[src/rtl/alu_exec_mc.sv]
// -----------------------------------------------------------------------------
// alu_exec_mc
//
// Multi-cycle execute-stage ALU for the RISC-V core. Sits between the ID/EX
// operand registers and the EX/MEM register. Single-cycle operations return a
// registered result one cycle after accept; MUL runs on an iterative
// shift-add engine (one multiplier bit per cycle) and stalls the pipeline
// until the product is ready.
//
// Ports:
//   clk          core clock, rising edge
//   rst_n        asynchronous active-low reset
//   valid_i      operands and op code present this cycle
//   ALUSignal_i  op code: 0 ADD, 1 SUB, 2 AND, 3 OR, 4 SLT, 5 MUL, 6 XOR,
//                7 SL, 8 SRA, 9 SRL, 10..15 undefined (result 0)
//   src1_i       operand A / MUL multiplicand
//   src2_i       operand B / MUL multiplier / shift amount (low SHW bits)
//   flush_i      abort any op in flight; blocks accept this cycle
//   ready_o      block can accept a new op this cycle
//   stall_o      hold upstream pipeline registers
//   valid_o      result_o / zero_o valid, one-cycle pulse
//   result_o     registered result, held between valid pulses
//   zero_o       registered (result == 0), held between valid pulses
//   dbg_state_o  current FSM state (IDLE=0, MUL=1, DONE=2)
//
// Handshake: an op is taken on a rising edge where valid_i && ready_o &&
// !flush_i. valid_i seen while ready_o is low is ignored; upstream keeps the
// op stable because stall_o is high for the same cycles. valid_o is a
// single-cycle pulse with no back-pressure from downstream.
// -----------------------------------------------------------------------------
module alu_exec_mc #(
    parameter int XLEN = 32,
    parameter int SHW  = 5
) (
    input  logic            clk,
    input  logic            rst_n,
    input  logic            valid_i,
    input  logic [3:0]      ALUSignal_i,
    input  logic [XLEN-1:0] src1_i,
    input  logic [XLEN-1:0] src2_i,
    input  logic            flush_i,
    output logic            ready_o,
    output logic            stall_o,
    output logic            valid_o,
    output logic [XLEN-1:0] result_o,
    output logic            zero_o,
    output logic [1:0]      dbg_state_o
);

    localparam logic [1:0] ST_IDLE = 2'd0;
    localparam logic [1:0] ST_MUL  = 2'd1;
    localparam logic [1:0] ST_DONE = 2'd2;

    localparam logic [3:0] OP_ADD = 4'd0;
    localparam logic [3:0] OP_SUB = 4'd1;
    localparam logic [3:0] OP_AND = 4'd2;
    localparam logic [3:0] OP_OR  = 4'd3;
    localparam logic [3:0] OP_SLT = 4'd4;
    localparam logic [3:0] OP_MUL = 4'd5;
    localparam logic [3:0] OP_XOR = 4'd6;
    localparam logic [3:0] OP_SL  = 4'd7;
    localparam logic [3:0] OP_SRA = 4'd8;
    localparam logic [3:0] OP_SRL = 4'd9;

    // Iteration index of the final multiplier bit.
    localparam logic [SHW-1:0] CNT_LAST = SHW'(XLEN - 1);

    logic [1:0]      r_state;
    logic [XLEN-1:0] r_acc;
    logic [XLEN-1:0] r_mcand;
    logic [XLEN-1:0] r_mplier;
    logic [SHW-1:0]  r_cnt;
    logic            r_valid;
    logic [XLEN-1:0] r_result;
    logic            r_zero;

    logic            w_accept;
    logic            w_is_mul;
    logic [SHW-1:0]  w_shamt;
    logic            w_slt;
    logic [XLEN-1:0] w_alu;
    logic [XLEN-1:0] w_acc_next;
    logic            w_mul_last;

    assign ready_o     = (r_state != ST_MUL);
    assign stall_o     = (r_state == ST_MUL);
    assign valid_o     = r_valid;
    assign result_o    = r_result;
    assign zero_o      = r_zero;
    assign dbg_state_o = r_state;

    assign w_accept   = valid_i && ready_o && !flush_i;
    assign w_is_mul   = (ALUSignal_i == OP_MUL);
    assign w_shamt    = src2_i[SHW-1:0];
    assign w_slt      = ($signed(src1_i) < $signed(src2_i));

    // Shift-add step: add the shifted multiplicand when the current
    // multiplier bit is set. Only the low XLEN bits are kept, which is the
    // same for signed and unsigned operands.
    assign w_acc_next = r_acc + (r_mplier[0] ? r_mcand : '0);
    assign w_mul_last = (r_cnt == CNT_LAST);

    always_comb begin
        w_alu = '0;
        case (ALUSignal_i)
            OP_ADD:  w_alu = src1_i + src2_i;
            OP_SUB:  w_alu = src1_i - src2_i;
            OP_AND:  w_alu = src1_i & src2_i;
            OP_OR:   w_alu = src1_i | src2_i;
            OP_SLT:  w_alu = {{(XLEN-1){1'b0}}, w_slt};
            OP_XOR:  w_alu = src1_i ^ src2_i;
            OP_SL:   w_alu = src1_i << w_shamt;
            OP_SRA:  w_alu = $unsigned($signed(src1_i) >>> w_shamt);
            OP_SRL:  w_alu = src1_i >> w_shamt;
            // MUL goes through the iterative engine; codes 10..15 yield 0.
            default: w_alu = '0;
        endcase
    end

    always_ff @(posedge clk or negedge rst_n) begin
        if (!rst_n) begin
            r_state  <= ST_IDLE;
            r_acc    <= '0;
            r_mcand  <= '0;
            r_mplier <= '0;
            r_cnt    <= '0;
            r_valid  <= 1'b0;
            r_result <= '0;
            r_zero   <= 1'b0;
        end else begin
            r_valid <= 1'b0;
            case (r_state)
                ST_MUL: begin
                    if (flush_i) begin
                        // Abandon the product; no valid pulse for it.
                        r_state <= ST_IDLE;
                    end else begin
                        r_acc    <= w_acc_next;
                        r_mcand  <= r_mcand << 1;
                        r_mplier <= r_mplier >> 1;
                        r_cnt    <= r_cnt + 1'b1;
                        if (w_mul_last) begin
                            r_state  <= ST_DONE;
                            r_valid  <= 1'b1;
                            r_result <= w_acc_next;
                            r_zero   <= (w_acc_next == '0);
                        end
                    end
                end
                default: begin
                    // IDLE and DONE both accept a new op; DONE lasts one
                    // cycle while the product is presented on valid_o.
                    r_state <= ST_IDLE;
                    if (w_accept) begin
                        if (w_is_mul) begin
                            r_state  <= ST_MUL;
                            r_mcand  <= src1_i;
                            r_mplier <= src2_i;
                            r_acc    <= '0;
                            r_cnt    <= '0;
                        end else begin
                            r_valid  <= 1'b1;
                            r_result <= w_alu;
                            r_zero   <= (w_alu == '0);
                        end
                    end
                end
            endcase
        end
    end

endmodule

[config.mk]
export PLATFORM = sky130hd
export DESIGN_NAME = alu_exec_mc
export DESIGN_NICKNAME = d
export VERILOG_FILES = /design/src/rtl/alu_exec_mc.sv
export SDC_FILE = /design/constraint.sdc
export NUM_CORES = 1
export LEC_CHECK = 0
export CAP_MARGIN = 20
export CORE_MARGIN = 2
export CORE_UTILIZATION = 55
export CTS_CLUSTER_SIZE = 30
export DETAILED_ROUTE_END_ITERATION = 6
export HOLD_SLACK_MARGIN = 0.08
export PLACE_DENSITY = 0.8
export SYNTH_ARGS = -nofsm -noshare
export SYNTH_HDL_FRONTEND = slang
export SYNTH_SLANG_ARGS = --single-unit
export TNS_END_PERCENT = 50
[constraint.sdc]
create_clock -name clk -period 8.45 [get_ports clk]
set_input_delay 0.845 -clock clk [delete_from_list [all_inputs] [get_ports clk]]
set_output_delay 0.845 -clock clk [all_outputs]
set_load 0.05 [all_outputs]
# After elaboration in Yosys (flattened, before gate mapping)
# Cells that the tools add are included.
# totals
regBits	137
output_inout_bits	38
# op_classes
addsub	4
n_lt_le_gt_ge	1
n_eq_ne	16
shifts	3
mux	38
bitwise_logic	3
n_reduce_logical	10
# op_table
operator	n
$mux 32	18
$pmux 32 s9	1
$add 32x32->32	2
$logic_not 32->1	2
$and 32x32->32	1
$lt 32x32->1	1
$or 32x32->32	1
$shl 32x5->32	1
$shr 32x5->32	1
$sshr 32x5->32	1
$sub 32x32->32	1
$xor 32x32->32	1
$mux 5	4
$eq 4x3->1 const B	4
$mux 1	12
$eq 4x2->1 const B	2
$eq 4x4->1 const B	2
$mux 2	3
$add 5x1->5 const B	1
$eq 5x5->1 const B	1
$eq 4x1->1 const B	1
$logic_not 4->1	1
$ne 2x1->1 const B	2
$ne 2x2->1 const B	2
7 further kinds	9

# Logic depth before layout (Yosys ltp)
# logic_depth
ltp_word	6
depth_mapped	19
ltp_nobuf	15

# Worst setup path after synthesis
# OpenSTA, ideal clock, no wires.
# synth_path
path_type	input-to-reg
from	input port src2_i[2]
to	register r_zero (netlist: zero_o)
t_arrival_ns	4.798
t_required_ns	8.370
slack_ns	3.572
path_stages	17
n_path_buf	3
path_cell_list	buf_4 > inv_2 > buf_1 > clkbuf_1 > ha_1 > nor3_1 > o311ai_1 > a311oi_1 > o311ai_1 > a32oi_1 > a21oi_1 > nor4_1 > o21ai_0 > nor4_1 > nand4_1 > or4_1 > o211ai_2
# synth_via
elab_chain_cells	6
# synth_rtl
element	line_no	text
from (decl)	40	input logic [XLEN-1:0] src2_i,
$sub 32x32->32, or another cell as far along	107	OP_SUB: w_alu = src1_i - src2_i;
$pmux 32 s9 (*)	105	case (ALUSignal_i)
$logic_not 32->1 (*)	164	r_zero <= (w_alu == '0);
$mux 1 (*)	155	if (w_is_mul) begin
$mux 1 (*)	154	if (w_accept) begin
$mux 1 (*)	132	case (r_state)
to (signal assigned)	146	r_zero <= (w_acc_next == '0);
to (signal assigned)	164	
to (decl)	75	logic r_zero;
# Every way passes the cells marked *; elsewhere a longest branch is shown, timed or not. The select of a mux whose other input is x is not followed.
# A chain may end at the register's enable or synchronous reset.

# Worst setup path in the final report
# layout_path
from	input port src2_i[1]
to	register r_zero (netlist: zero_o)
# Same word-level chain as after synthesis.

==> results.sh <==
export IMPL_final_fill_count=2684
export IMPL_dp_cells=2630
export IMPL_synth_cells=2246
export IMPL_io_pins=110
export IMPL_cts_htree_levels=4
export IMPL_final_max_slew_viol_count=0
export IMPL_grt_usage_pct=46.62
export IMPL_required_ps=8830
export IMPL_grt_pass1_vias=17688
export IMPL_maxCapViolations=0
export IMPL_syn_num_nets=2451
export IMPL_post_drt_wl_per_cell_um=28.22
export IMPL_post_cts_resized=0
export IMPL_synthMuxAreaShare_pct=10.09
export IMPL_yosys_area_share_xor_xnor_pct=2.282
export IMPL_drive_gt1_share_pct=7.458
export IMPL_grt_max_degree=88
export IMPL_stdcell_count=2663
export IMPL_cts_buffers=17
export IMPL_synthAdderAreaFrac_pct=9.987
export IMPL_grt_pass1_wl_mm=111.3
export IMPL_drc=0
export IMPL_synthArstFlopShare_pct=100.0
export IMPL_leakagePower_nw=8.171
export IMPL_gp_congestion=1.077
export IMPL_die_h_um=179.2
export IMPL_worst_slew_pin_slew_ps=1041
export IMPL_synth_warnings=0
export IMPL_cts_root_buffer="clkbuf_16"
export IMPL_finalClockSkew_ps=9.107
export IMPL_seqCellArea_mm2=0.003428
export IMPL_syn_to_final_growth_pct=10.35
export IMPL_viasPerCell=7.161
export IMPL_setup_tns_ps=0
export IMPL_cts_setup_buffers=0
export IMPL_synth_top_family_by_area="compound AO/OA/AOI/OAI gates"
export IMPL_syn_mean_instance_area_um2=7.519
export IMPL_start_util_pct=55.50
export IMPL_synth_seq_cells=137
export IMPL_port_buffers=109
export IMPL_dp_hpwl_mm=55.34
export IMPL_rsz0062_at_grt="false"
export IMPL_final_min_clock_period_ps=5613
export IMPL_vias=19069
export IMPL_yosys_area_share_simple_pct=20.82
export IMPL_fin_nets=2458
export IMPL_core_mm2=0.03043
export IMPL_tritoncts="yes"
export IMPL_grt_ovfl_total=0
export IMPL_postCtsHoldBufs=0
export IMPL_ir_drop_v=0.0001869
export IMPL_setup_viol=0
export IMPL_critical_path_arrival_ps=5990
export IMPL_fp_row_count=64
export IMPL_timing_fmax_mhz=178.2
export IMPL_cts_sinks=137
export IMPL_ys_seq_area_share_pct=20.30
export IMPL_initialDrtViolationCount=3023
export IMPL_synth_edff_count=0
export IMPL_dieArea_mm2=0.03212
export IMPL_hp_class="primary input to async pin"
export IMPL_power_density_mw_per_mm2=158.2
export IMPL_die_w_um=179.2
export IMPL_path_class="primary input to register"
export IMPL_drt_wl_total_mm=75.15
export IMPL_clock_latency_ps=460
export IMPL_hold_violations=0
export IMPL_firstDrtPassIters=6
export IMPL_relSlewSlack_pct=30.07
export IMPL_fin_crit_sh_pct=66.42
export IMPL_cp_start_kind="primary input"
export IMPL_synth_compound_area_share_pct=30.15
export IMPL_multi_input_comb_area_mm2=0.01244
export IMPL_status="complete, no violations"
export IMPL_ant_nets=0
export IMPL_cts_clk_slew_worst_paths_ps=60
export IMPL_synthFlopType="dfrtp_1"
export IMPL_cts_buffer_depth=2
export IMPL_worstSetupEndpointType="register"
export IMPL_netlist_area_mm2=0.01689
export IMPL_antenna_found_initial=3
export IMPL_path_max_fanout=63
export IMPL_synth_cell_types=93
-- cells in the mapped netlist, types with 18 or more instances --
library cell | count | share of area, %
nor2b_1 | 19 | 0.70
o211ai_1 | 33 | 1.5
o22ai_1 | 31 | 1.1
o31ai_1 | 20 | 0.89
o221ai_1 | 20 | 1.0
dfrtp_1 | 137 | 20
xnor2_1 | 22 | 1.1
and2_1 | 38 | 1.4
mux4_2 | 41 | 5.5
o21ai_0 | 193 | 5.7
xor2_1 | 22 | 1.1
clkbuf_1 | 111 | 2.5
nand3_1 | 41 | 1.2
o21bai_1 | 21 | 0.93
nand4_1 | 27 | 1.0
a21o_1 | 43 | 1.9
ha_1 | 130 | 9.6
mux2i_1 | 48 | 2.8
nor4_1 | 18 | 0.67
a31oi_1 | 22 | 0.81
a211oi_1 | 41 | 1.8
nand2_1 | 296 | 6.6
nor2_1 | 221 | 4.9
inv_1 | 98 | 2.2
buf_1 | 20 | 0.44
nor3_1 | 39 | 1.2
a21oi_1 | 218 | 6.5
-- cell type report --
cell class / instances / area share (%)
sequential: 137 / 18.40
tap: 396 / 2.659
timing repair buffer: 148 / 7.312
clock buffer: 19 / 2.323
clock inverter: 13 / 0.5036
antenna: 1 / 0.01343
multi-input combinational: 1847 / 66.74
inverter: 102 / 2.055
-- registers in the layout (all words and copies together), names as in the netlist --
name	count
r_mplier	32
r_mcand	32
dbg_state_o	2
valid_o	1
result_o	32
r_acc	32
r_cnt	5
zero_o	1
-- layout by cell type (no fill, tap or decap), types with 7 or more instances in the layout --
cell type        synthesis  layout
nand2_1                296     296
a22o_1                   9       9
a21oi_1                218     218
a221oi_1                16      16
and2_1                  38      38
xnor2_1                 22      22
nor3_1                  39      39
o31ai_1                 20      20
o21ai_0                193     193
o2111ai_1                8       8
mux2i_1                 48      48
a221o_1                  9       9
nand2b_1                12      12
a21o_1                  43      42
buf_4                    5      40
nand3_1                 41      41
clkbuf_16                0      17
dfrtp_1                137     137
a211oi_1                41      41
o221ai_1                20      20
and3_1                  11      11
o21bai_1                21      21
nor2_1                 221     220
mux4_2                  41      41
o211ai_1                33      33
a22oi_1                  8       8
mux2_2                  16      16
nand4_1                 27      27
ha_1                   130     130
o22ai_1                 31      31
o21a_1                   7       7
xor2_1                  22      22
clkdlybuf4s50_1          0     103
inv_1                   98      98
nor2b_1                 19      18
a31oi_1                 22      22
nor4_1                  18      17
a211o_1                  7       7
-- power breakdown --
part           switching, mW  internal [mW]
sequential             0.106          0.793
combinational          0.890          0.455
clock                  0.327          0.376
total                   1.32           1.62
-- kinds of logic (layout without fill, tap and decap cells) --
family | after synthesis | after routing
xor+xnor | 44 | 44
flops | 137 | 137
mux | 112 | 112
simple gates | 769 | 769
fa+ha+maj | 133 | 133
compound gates | 789 | 789
buf+inv | 262 | 282
other cells | 0 | 1
-- routing by layer --
metal	vias to the layer above	global-route usage (%)	routed length (um)
met1	8988	59.18	28050
met3	339	13.40	9258
met5	-	0	13
met2	1429	69.65	31970
li1	8311	-	-
met4	2	29.00	5853
-- path summary, 6_finish.rpt --
kind                              start  cells after the start  slack (ps)           end
max in group asynchronous         rst_n                      2        6660  r_mplier[19]
max reg2reg                 r_mplier[0]                     13        3510        zero_o
max                           src2_i[1]                     17        2840        zero_o
min reg2reg                result_o[28]                      2         480  result_o[28]
min in group clk           result_o[28]                      2         480  result_o[28]
min                               rst_n                      1         430     r_acc[27]
-- stage by stage --
| step | total power [mW] | worst slack (ps) | util (%) | hold WS, ps | cell area (um2) |
|---|---|---|---|---|---|
| floorplan | 1.732 | 3572 | - | 445.3 | 16890 |
| global placement | 2.161 | 2636 | 59.50 | 455.9 | 18110 |
| detailed placement | 2.191 | 2600 | 59.50 | 466.0 | 18110 |
| CTS | 2.897 | 3035 | 61.23 | 443.8 | 18630 |
| global route | 3.074 | 2572 | 61.23 | 494.7 | 18630 |
| finish | 2.948 | 2837 | 61.24 | 425.2 | 18640 |
-- worst max-delay path: stages --
cell,delay [ps]
buf_2,80
buf_4,580
inv_1,80
buf_4,360
ha_1,420
nor3_1,100
o311ai_1,450
a311oi_1,230
o311ai_1,720
a32oi_1,370
and4_1,300
nor4_1,320
o211ai_1,150
nor4_1,200
nand4_1,140
or4_1,500
o211ai_2,90
Power figures use the tool's default switching activity.
